`src/rtl/mem_bus_arbiter.sv`:
```
// mem_bus_arbiter: shares one line-granular memory bus between two cache
// requesters (r0, r1). Round-robin arbitration on simultaneous requests,
// write/read line burst sequencing, beat relay to the granted requester and a
// memory-response timeout that aborts the transaction with an error pulse.
//
// Ports:
//   clk, reset               clock, asynchronous active-high reset
//   rN_cmd/addr/wdata        requester N command (1x = request, x1 = write),
//                            line address, current write beat
//   rN_grant/wnext           requester N owns the bus / write beat consumed
//   rN_rdata/rvalid          read beat relay (rdata is 0 when rvalid is 0)
//   rN_done/err              one-cycle completion pulse / timeout abort flag
//   mem_cmd/addr/wdata       memory-side command, line address, write beat
//   mem_rdata/resp           memory read beat, memory response
//   busy                     arbiter not idle
//   dbg_state_o              current FSM state (debug observation)
//
// Handshake: a requester raises cmd[1] and holds cmd/addr until it sees its
// done pulse, then drops cmd the cycle after. Requests are only sampled in
// IDLE. During a write burst wdata is consumed every cycle wnext is high and
// the next beat must be presented on the following cycle. Read beats are
// delivered on every cycle rvalid is high, without backpressure.
module mem_bus_arbiter #(
  parameter int LINE_WORDS = 8,
  parameter int TIMEOUT    = 64
) (
  input  logic        clk,
  input  logic        reset,
  input  logic [1:0]  r0_cmd,
  input  logic [13:0] r0_addr,
  input  logic [15:0] r0_wdata,
  output logic        r0_grant,
  output logic        r0_wnext,
  output logic [15:0] r0_rdata,
  output logic        r0_rvalid,
  output logic        r0_done,
  output logic        r0_err,
  input  logic [1:0]  r1_cmd,
  input  logic [13:0] r1_addr,
  input  logic [15:0] r1_wdata,
  output logic        r1_grant,
  output logic        r1_wnext,
  output logic [15:0] r1_rdata,
  output logic        r1_rvalid,
  output logic        r1_done,
  output logic        r1_err,
  output logic [1:0]  mem_cmd,
  output logic [13:0] mem_addr,
  output logic [15:0] mem_wdata,
  input  logic [15:0] mem_rdata,
  input  logic        mem_resp,
  output logic        busy,
  output logic [2:0]  dbg_state_o
);

  localparam int BW = (LINE_WORDS > 2) ? $clog2(LINE_WORDS) : 1;
  localparam logic [BW-1:0] BEAT_LAST = BW'(LINE_WORDS - 1);
  localparam int WW = (TIMEOUT > 1) ? $clog2(TIMEOUT + 1) : 1;
  localparam logic [WW-1:0] WAIT_LAST = (TIMEOUT > 0) ? WW'(TIMEOUT - 1) : '0;
  localparam bit TO_EN = (TIMEOUT > 0);

  typedef enum logic [2:0] {
    S_IDLE     = 3'd0,
    S_WR_BURST = 3'd1,
    S_WR_WAIT  = 3'd2,
    S_RD_CMD   = 3'd3,
    S_RD_WAIT  = 3'd4,
    S_RD_BURST = 3'd5,
    S_DONE     = 3'd6
  } state_e;

  state_e          state_q, state_d;
  logic            rr_q, rr_d;      // last winner; the other side wins a tie
  logic            win_q, win_d;    // requester currently owning the bus
  logic [13:0]     addr_q, addr_d;
  logic [BW-1:0]   beat_q, beat_d;
  logic [WW-1:0]   wait_q, wait_d;
  logic            err_q, err_d;    // transaction was aborted by timeout

  logic            req0, req1, pick, pick_wr;
  logic [13:0]     pick_addr;

  always_ff @(posedge clk or posedge reset) begin
    if (reset) begin
      state_q <= S_IDLE;
      rr_q    <= 1'b1;
      win_q   <= 1'b0;
      addr_q  <= '0;
      beat_q  <= '0;
      wait_q  <= '0;
      err_q   <= 1'b0;
    end else begin
      state_q <= state_d;
      rr_q    <= rr_d;
      win_q   <= win_d;
      addr_q  <= addr_d;
      beat_q  <= beat_d;
      wait_q  <= wait_d;
      err_q   <= err_d;
    end
  end

  always_comb begin
    req0      = r0_cmd[1];
    req1      = r1_cmd[1];
    pick      = (req0 && req1) ? ~rr_q : req1;
    pick_wr   = pick ? r1_cmd[0] : r0_cmd[0];
    pick_addr = pick ? r1_addr : r0_addr;

    state_d = state_q;
    rr_d    = rr_q;
    win_d   = win_q;
    addr_d  = addr_q;
    beat_d  = beat_q;
    wait_d  = wait_q;
    err_d   = err_q;

    case (state_q)
      S_IDLE: begin
        err_d  = 1'b0;
        beat_d = '0;
        if (req0 || req1) begin
          win_d   = pick;
          addr_d  = pick_addr;
          state_d = pick_wr ? S_WR_BURST : S_RD_CMD;
        end
      end
      S_WR_BURST: begin
        if (beat_q == BEAT_LAST) begin
          state_d = S_WR_WAIT;
          wait_d  = '0;
          beat_d  = '0;
        end else begin
          beat_d = beat_q + BW'(1);
        end
      end
      S_WR_WAIT: begin
        if (mem_resp) begin
          state_d = S_DONE;
        end else if (TO_EN && (wait_q == WAIT_LAST)) begin
          state_d = S_DONE;
          err_d   = 1'b1;
        end else begin
          wait_d = wait_q + WW'(1);
        end
      end
      S_RD_CMD: begin
        state_d = S_RD_WAIT;
        wait_d  = '0;
      end
      S_RD_WAIT: begin
        // The response cycle itself carries beat 0, so the burst that
        // follows only needs LINE_WORDS-1 more beats.
        if (mem_resp) begin
          state_d = S_RD_BURST;
          beat_d  = BW'(1);
        end else if (TO_EN && (wait_q == WAIT_LAST)) begin
          state_d = S_DONE;
          err_d   = 1'b1;
        end else begin
          wait_d = wait_q + WW'(1);
        end
      end
      S_RD_BURST: begin
        if (beat_q == BEAT_LAST) begin
          state_d = S_DONE;
        end else begin
          beat_d = beat_q + BW'(1);
        end
      end
      S_DONE: begin
        state_d = S_IDLE;
      end
      default: begin
        state_d = S_IDLE;
      end
    endcase

    if ((state_d == S_DONE) && (state_q != S_DONE)) begin
      rr_d = win_q;
    end
  end

  logic wr_phase, rd_beat, is_done;

  assign wr_phase = (state_q == S_WR_BURST);
  assign rd_beat  = ((state_q == S_RD_WAIT) && mem_resp) || (state_q == S_RD_BURST);
  assign is_done  = (state_q == S_DONE);
  assign busy     = (state_q != S_IDLE);

  assign mem_cmd   = wr_phase ? 2'b11 : ((state_q == S_RD_CMD) ? 2'b10 : 2'b00);
  assign mem_addr  = (wr_phase || (state_q == S_RD_CMD)) ? addr_q : '0;
  assign mem_wdata = wr_phase ? (win_q ? r1_wdata : r0_wdata) : '0;

  assign r0_grant  = busy && !win_q;
  assign r0_wnext  = wr_phase && !win_q;
  assign r0_rvalid = rd_beat && !win_q;
  assign r0_rdata  = r0_rvalid ? mem_rdata : '0;
  assign r0_done   = is_done && !win_q;
  assign r0_err    = is_done && err_q && !win_q;

  assign r1_grant  = busy && win_q;
  assign r1_wnext  = wr_phase && win_q;
  assign r1_rvalid = rd_beat && win_q;
  assign r1_rdata  = r1_rvalid ? mem_rdata : '0;
  assign r1_done   = is_done && win_q;
  assign r1_err    = is_done && err_q && win_q;

  assign dbg_state_o = state_q;

endmodule

```
`config.mk`:
```
export PLATFORM = sky130hd
export DESIGN_NAME = mem_bus_arbiter
export DESIGN_NICKNAME = d
export VERILOG_FILES = /design/src/rtl/mem_bus_arbiter.sv
export SDC_FILE = /design/constraint.sdc
export NUM_CORES = 1
export LEC_CHECK = 0
export CORE_UTILIZATION = 35
export DETAILED_ROUTE_END_ITERATION = 12
export PLACE_DENSITY = 0.81
export REMOVE_ABC_BUFFERS = 1
export SYNTH_ARGS = -nofsm -noshare
export SYNTH_HDL_FRONTEND = slang
export SYNTH_SLANG_ARGS = --single-unit
```
`constraint.sdc`:
```
create_clock -name clk -period 2.9 [get_ports clk]
set_clock_uncertainty 0.05 [all_clocks]
set_input_delay 0.87 -clock clk [delete_from_list [all_inputs] [get_ports clk]]
set_output_delay 0.87 -clock clk [all_outputs]
set_load 0.02 [all_outputs]
```
# Word level (Yosys, flattened, before mapping)
# Cells that the tools add are included.
word_totals:
  mem_bits_ro: 0
  mem_bits_rw: 0
  reg_bits: 30
  latch_bits: 0
  n_memories: 0
  in_bits: 83
  elab_cells: 83
op_classes:
  n_eq_ne: 16
  addsub: 2
  n_shift: 0
  mux: 29
  bitwise_logic: 1
  div: 0
  order_cmp: 0
  n_reduce_logical: 28
  multipliers: 0
op_table:
  columns: ["operator", "count"]
  rows:
  - ["16-bit two-way mux", 4]
  - ["14-bit two-way mux", 2]
  - ["3-bit two-way mux", 9]
  - ["7-bit two-way mux", 3]
  - ["7-bit case mux with 3 select lines", 1]
  - ["3-bit case mux with 6 select lines", 1]
  - ["3-bit == test, second input constant", 5]
  - ["1-bit logical AND", 14]
  - ["3-bit case mux with 4 select lines", 1]
  - ["2-bit inequality test, second input constant", 4]
  - ["7-bit by 1-bit adder with 7-bit output, second input constant", 1]
  - ["7-bit by 6-bit == test with 1-bit output, second input constant", 1]
  - ["3-bit by 2-bit == test with 1-bit output, second input constant", 2]
  - ["2-bit two-way mux", 3]
  - ["3-bit AND reduction", 2]
  - ["3-bit nonzero test", 2]
  - ["1-bit two-way mux", 4]
  - ["2-bit by 1-bit inequality test with 1-bit output, second input constant", 2]
  - ["4-bit AND reduction", 1]
  - ["4-bit nonzero test", 1]
  - ["3-bit by 1-bit adder with 3-bit output, second input constant", 1]
  - ["3-bit by 1-bit == test with 1-bit output, second input constant", 1]
  - ["3-bit zero test", 1]
  - ["1-bit logical OR", 3]
  - ["7 further kinds", 7]

# Depth between registers and ports, before layout
# Gate-level depths: netlist of the first run.
depth:
  depth_word: 8
  ltp_mapped: 7
  ltp_nobuf: 6

# Worst setup path before layout of the first run
# Ideal clock, no wire load.
synth_path:
  path_kind: "input-to-output"
  startpoint: "input port mem_resp"
  endpoint: "output port r0_rdata[10]"
  arrival_time_ps: 1930
  path_slack_ps: 50
  required_time_ps: 1980
  path_buffers: 1
  path_stages: 4
  cell_sequence: "nor2_1 -> nor3_1 -> clkbuf_1 -> and2_1"
synth_via:
  elab_chain_cells: 4
synth_rtl:
  columns: ["item", "line_no", "text"]
  rows:
  - ["start, declared", "51", "input logic mem_resp,"]
  - ["1-bit logical AND", "187", "assign rd_beat = ((state_q == S_RD_WAIT) && mem_resp) || (state_q == S_RD_BURST);"]
  - ["1-bit logical OR", "187", null]
  - ["1-bit logical AND", "197", "assign r0_rvalid = rd_beat && !win_q;"]
  - ["named net r0_rvalid", "35", "output logic r0_rvalid,"]
  - ["16-bit two-way mux", "198", "assign r0_rdata = r0_rvalid ? mem_rdata : '0;"]
  - ["end, declared", "34", "output logic [15:0] r0_rdata,"]
# The timed path passes the listed nets, and every way through them passes these cells.

# Worst setup path in the final report of the first run
layout_path:
  startpoint: "input port r1_wdata[0]"
  endpoint: "output port mem_wdata[0]"
layout_via:
  elab_chain_cells: 2
layout_rtl:
  columns: ["item", "line_no", "text"]
  rows:
  - ["start, declared", "40", "input logic [15:0] r1_wdata,"]
  - ["16-bit two-way mux (2 in series)", "193", "assign mem_wdata = wr_phase ? (win_q ? r1_wdata : r0_wdata) : '0;"]
  - ["end, declared", "49", "output logic [15:0] mem_wdata,"]
# Every way passes these cells.

==> results of run 1 <==
==> cell families (layout without fill, tap and decap cells) <==
kind of cell               Yosys count  in the layout  share of synthesized area
adders and majority gates            3              3                    0.01671
and+or+nand+nor                    125            125                     0.3073
AOI/OAI and AO/OA                   43             43                     0.1359
DFF                                 30             30                     0.3346
buffers and inverters               27            196                    0.05679
muxes                               33             33                     0.1487
==> cell type report <==
type | count | area (sq um) | share of cell area
repair buffers | 178 | 1644 | 0.4081
multi-input cells | 204 | 1410 | 0.3500
flip-flops and latches | 30 | 752.0 | 0.1866
well taps | 75 | 93.84 | 0.02329
clock buffers | 7 | 86.33 | 0.02143
inverters | 10 | 37.54 | 0.009317
clock inverters | 1 | 5.005 | 0.001242
==> final timing paths <==
kind,startpoint,to,slack (ps),depth (start not counted)
worst min register to register,beat_q[2],beat_q[2],470,1
worst min-delay path,beat_q[2],beat_q[2],470,1
worst max-delay path,r1_wdata[0],mem_wdata[0],70,4
worst max register to register,beat_q[0],wait_q[1],700,5
min in group asynchronous,reset,addr_q[0],930,3
max in group asynchronous,reset,rr_q,1550,3
==> metrics by stage <==
step | std cells | hold slack [ps] | setup slack (ps) | setup TNS [ps]
2_1_floorplan | 244 | 417.9 | -474.1 | -15910
3_3_place_gp | 494 | 428.7 | -596.2 | -21220
3_5_place_dp | 494 | 453.7 | -600.7 | -21790
4_1_cts | 504 | 471.7 | 1.765 | 0
5_1_grt | 505 | 480.4 | -2.167 | -2.167
6_report | 505 | 469.3 | 65.84 | 0
==> layer usage <==
metal,part of all wire,track usage,vias to the layer above
met5,0,0,-
met4,0.018,0.07018,0
met3,0.11,0.07363,12
met2,0.49,0.4248,135
met1,0.38,0.2362,1182
li1,-,-,1236
==> critical path: stages <==
cell	delay (ps)
clkdlybuf4s50_1	550
mux2i_1	100
nor2_1	90
clkdlybuf4s15_1	310
==> where the power goes <==
part,switching (mW),internal [mW],leakage [nW],total (mW)
sequential,0.107,0.585,0.364,0.691
clock,0.161,0.191,0.0482,0.353
combinational,1.34,1.12,1.50,2.46
==> repair_timing <==
item                                    CTS  global route
hold endpoints to repair                  0             0
pin swaps                                 1             0
hold buffers                              0             0
gates cloned                              2             1
resized for setup                       136            21
endpoints found under the setup margin   52            40
==> sequential cells by signal, summed over array words and instances (netlist names) <==
register / count
dbg_state_o: 3
beat_q: 3
wait_q: 7
err_q: 1
addr_q: 14
rr_q: 1
win_q: 1
==> cells in the final DEF (no fill, tap or decap), types with 2 or more instances in the layout <==
master	netlist	layout
clkdlybuf4s50_1	0	99
and2_1	49	49
nor2_1	37	36
mux2i_1	30	30
dfrtp_1	29	29
dlygate4sd2_1	0	18
buf_4	1	17
a21oi_1	16	16
buf_2	10	16
clkdlybuf4s15_2	0	12
inv_1	10	10
dlymetal6s2s_1	0	9
nand2b_1	7	6
nand2_1	6	6
clkbuf_8	1	6
clkbuf_2	0	6
o21ai_0	4	4
nor3_1	6	3
nand3_1	3	3
mux2_2	3	3
o31ai_1	3	3
ha_1	3	3
o21a_1	2	2
nand3b_1	2	2
nor3b_1	2	2
o311ai_0	2	2
o41ai_1	2	2
or4_1	2	2
o211a_1	2	2
nor3_4	0	2
a31oi_1	2	2
==> impl_metrics.yaml, run 1 <==
flow_run:
  drv_cap: 0
synth:
  async_flop_share: 1.000
  synth_top_cell_area_share: 0.3229
  synth_edf_count: 0
  ys_warn_count: 0
  synthTopCellsByCount: "49 x and2_1, 37 x nor2_1, 30 x mux2i_1, 29 x dfrtp_1, 16 x a21oi_1"
  syn_inst: 261
  ys_ff_latch: 30
  synth_ff_type: "dfrtp_1"
  yosys.area.top_type: "dfrtp_1"
  synth_area_sq_um: 2247
  syn_area_per_cell_sq_um: 8.610
  synth.area.top_cells: "dfrtp_1 32%, and2_1 14%, mux2i_1 13%"
  yosysSeqAreaShare: 0.3346
  synth_most_common_cell: "and2_1"
  synth_cell_types: 48
setup_path:
  cp.required_ps: 1980
  cp_max_fo: 1
  end_kind: "output pin"
  startpoint_type: "primary input"
  arrival_ps: 1910
  crit_type: "primary input to output pin"
die:
  die_x_um: 82.13
  start_util: 0.3708
  rows: 28
  pin_count: 161
  fp.dieH_um: 82.13
  die_area_sq_um: 6745
  core_sq_um: 6061
global_route:
  grt_max_degree: 31
  gr-total-overflow: 0
  track_usage: 0.2262
  grt_pass1_vias: 2424
  antenna_found_initial: 0
  grt_pass1_wl_um: 11630
power_and_ir_drop:
  power.total_mw: 3.501
  ir_drop_v: 0.0006802
  leakagePower_nw: 1.915
  powerDensity_nw_per_um2: 869.0
placement:
  post_dp_cell_area_sq_um: 3969
  port-buffer-count: 160
  dpl.hpwl_um: 5932
  place.gp.congestion: 0.7705
clock_tree:
  cts_setup_buffers: 0
  clk_pin_slew_ps: 60
  cts_htree_levels: 2
  cts_tree: "yes"
  clock_latency_ps: 280
  cts_buffers: 5
  numClockSinks: 30
  cts_max_path_buffers: 2
  cts-root-buf: "clkbuf_8"
detailed_routing:
  drt_iter0_drc: 76
  num_vias: 2565
  wl_per_cell_um: 15.45
  drc: 0
  drt_first_pass_iters: 4
  via_per_inst: 5.079
  drt_wl_total_um: 7801
  ant_nets: 0
finish:
  drive_above_1_share: 0.1744
  fin_util: 0.6647
  final_area_sq_um: 4029
  antenna_cells: 0
  fin_nets: 515
  n_fill_cell: 525
  area_growth_syn_to_layout_pct: 79.29
run_status:
  run_status: "complete, no violations"
hold_path:
  min_path_type: "register to register"
timing:
  fin_crit_ps: 2834
  rsz0062_at_grt: "true"
  fmax_mhz: 352.8
  hold_viol: 0
  slew_headroom: 0.5554
  slew_violations: 0
  final-setup-viol-count: 0
  worst_slew_pin_slew_ps: 659.9
  min_period_over_period: 0.9773
(Power assumes the default switching activity.)
==> inputs of run 2 (changes only) <==
--- a/config.mk
+++ b/config.mk
@@ -5,6 +5,7 @@
 export SDC_FILE = /design/constraint.sdc
 export NUM_CORES = 1
 export LEC_CHECK = 0
+export CORE_MARGIN = 3
 export CORE_UTILIZATION = 35
 export DETAILED_ROUTE_END_ITERATION = 12
 export PLACE_DENSITY = 0.81
==> run 2 against run 1 <==
- highest routed layer unchanged
- clock-buffer cell count unchanged
- clock power barely moved
- non-clock buffer count unchanged
- utilization decreased by 1.2 points
- largest power group unchanged
- worst setup slack better by 29 ps
- final area down 1.8%
- routed wire length is 1.1% higher
- cell count stayed put
- fmax is 1.0% higher
==> impl_metrics.yaml, run 2 (same netlist as run 1, synthesis figures left out) <==
global_route:
  grt_pass1_wl_um: 12210
  grt_pass1_vias: 2451
  grt_max_degree: 31
  antenna_found_initial: 0
  track_usage: 0.2082
  gr-total-overflow: 0
finish:
  final-seq-area_sq_um: 753.2
  antenna_cells: 0
  final_area_sq_um: 3958
  n_fill_cell: 542
  largest_register: "addr_q"
  reg_top3: "addr_q (14), wait_q (7)"
  drive_above_1_share: 0.1814
  fin_nets: 515
  stdcell_count: 505
  multi_input_area_sq_um: 1413
  final_cell_mix: "104 x clkdlybuf4s50_1, 49 x and2_1, 36 x nor2_1"
  final_common_cell: "clkdlybuf4s50_1"
  area_growth_syn_to_layout_pct: 76.11
  largest_reg_flops: 14
detailed_routing:
  drt_first_pass_iters: 4
  wl_per_cell_um: 15.61
  via_per_inst: 4.966
  drc: 0
  ant_nets: 0
  drt_iter0_drc: 69
  drt_wl_total_um: 7884
  num_vias: 2508
power_and_ir_drop:
  leakagePower_nw: 1.862
  ir_drop_v: 0.0006429
  powerDensity_nw_per_um2: 886.6
timing:
  hold_viol: 0
  fmax_mhz: 356.5
  slew_headroom: 0.5929
  rsz0062_at_grt: "false"
  slew_violations: 0
  worst_slew_pin_slew_ps: 604.3
  min_period_over_period: 0.9674
  fin_crit_ps: 2805
  final-setup-viol-count: 0
setup_path:
  arrival_ps: 1890
  cp_slowest_cell: "clkdlybuf4s50_1"
  r2r_start: "beat_q[0]"
  crit_type: "register to output pin"
  cp.buffers_inverters: 2
  max_stage_delay_ps: 620
  startpoint_type: "register"
  cp_max_fo: 16
  rr_endpoint: "wait_q[0]"
  r2r_slack_ps: 780
  crit_chain: "buf_4 -> and2b_4 -> and2_1 -> clkdlybuf4s50_1"
  r2r_cells: 5
  end_kind: "output pin"
  cp.required_ps: 1980
  cp_top_family: "buffers and inverters"
clock_tree:
  cts_buffers: 5
  cts_tree: "yes"
  clk_pin_slew_ps: 60
  cts-root-buf: "clkbuf_8"
  cts_max_path_buffers: 2
  numClockSinks: 30
  holdBufCountCts: 0
  cts_setup_buffers: 0
  clock_latency_ps: 280
  cts_htree_levels: 2
die:
  fp.dieH_um: 86.13
  start_util: 0.3708
  core_sq_um: 6061
  die_x_um: 86.13
  die_area_sq_um: 7418
  rows: 28
  pin_count: 161
hold_path:
  hold-path-cell-count: 2
  min_path_type: "register to register"
  hp-start: "addr_q[5]"
  min_to: "addr_q[5]"
flow_run:
  drv_cap: 0
placement:
  post_dp_cell_area_sq_um: 3961
  dpl.hpwl_um: 6139
  placed_cells: 493
  place.gp.congestion: 0.8562
  port-buffer-count: 160
run_status:
  run_status: "complete, no violations"
-- run 2: changes by cell type in the layout (fill, tap and decap cells not counted), moves of 5 or more --
cell	before	now
buf_2	16	28
clkdlybuf4s15_2	12	2
dlymetal6s2s_1	9	3
buf_4	17	22
clkbuf_2	6	1
clkdlybuf4s50_1	99	104
-- run 2: worst min-delay path, stage by stage (launching register included) --
cell and delay, ps:
dfrtp_1 340, nor2_1 50, a21oi_1 100
-- run 2: area by class of cell --
type | count | area share
Clock buffer | 7 | 0.02181
Clock inverter | 1 | 0.001265
Inverter | 10 | 0.009485
Multi-Input combinational cell | 204 | 0.3569
Sequential cell | 30 | 0.1903
Tap cell | 75 | 0.02371
Timing Repair Buffer | 178 | 0.3965
-- run 2: how the worst max path moves through the flow --
stage	cells past startpoint	end	start	slack, ps
6_report	4	mem_addr[5]	dbg_state_o[0]	90
4_1_cts	6	r1_rdata[11]	mem_resp	0.6
5_1_grt	4	r0_done	dbg_state_o[1]	10
2_1_floorplan	3	r1_rdata[0]	win_q	-470
3_5_place_dp	6	r0_rdata[11]	mem_resp	-630
3_3_place_gp	6	r1_rdata[1]	mem_resp	-610
-- run 2: what timing repair did --
action,4_1_cts,5_1_grt
setup endpoints to repair,52,53
gates cloned,4,0
pin swaps,2,2
gates resized for setup,168,12
-- run 2: metrics by stage --
| step | total power [mW] | util | setup slack (ps) | hold WS (ps) | TNS [ps] |
|---|---|---|---|---|---|
| after floorplan | 2.058 | - | -474.1 | 417.9 | -15910 |
| after global placement | 3.195 | 0.6536 | -611.6 | 434.8 | -21270 |
| after detailed placement | 3.247 | 0.6536 | -631.8 | 452.0 | -22010 |
| after CTS | 3.508 | 0.6480 | 0.5833 | 468.9 | 0 |
| after global routing | 3.763 | 0.6530 | 10.14 | 492.9 | 0 |
| final | 3.509 | 0.6530 | 94.63 | 467.7 | 0 |
-- run 2: power by group --
part | leakage [nW] | total [mW] | switching, mW | internal (mW)
logic | 1.45 | 2.47 | 1.35 | 1.12
clock network | 0.0482 | 0.350 | 0.158 | 0.191
registers | 0.362 | 0.687 | 0.101 | 0.586
-- run 2: per-layer routing --
| layer | up-vias | GRT usage | share of wire |
|---|---|---|---|
| met2 | 127 | 0.3728 | 0.49 |
| met3 | 12 | 0.05668 | 0.099 |
| met4 | 0 | 0.07194 | 0.020 |
| met1 | 1134 | 0.2364 | 0.39 |
| li1 | 1235 | - | - |
| met5 | - | 0 | 0 |
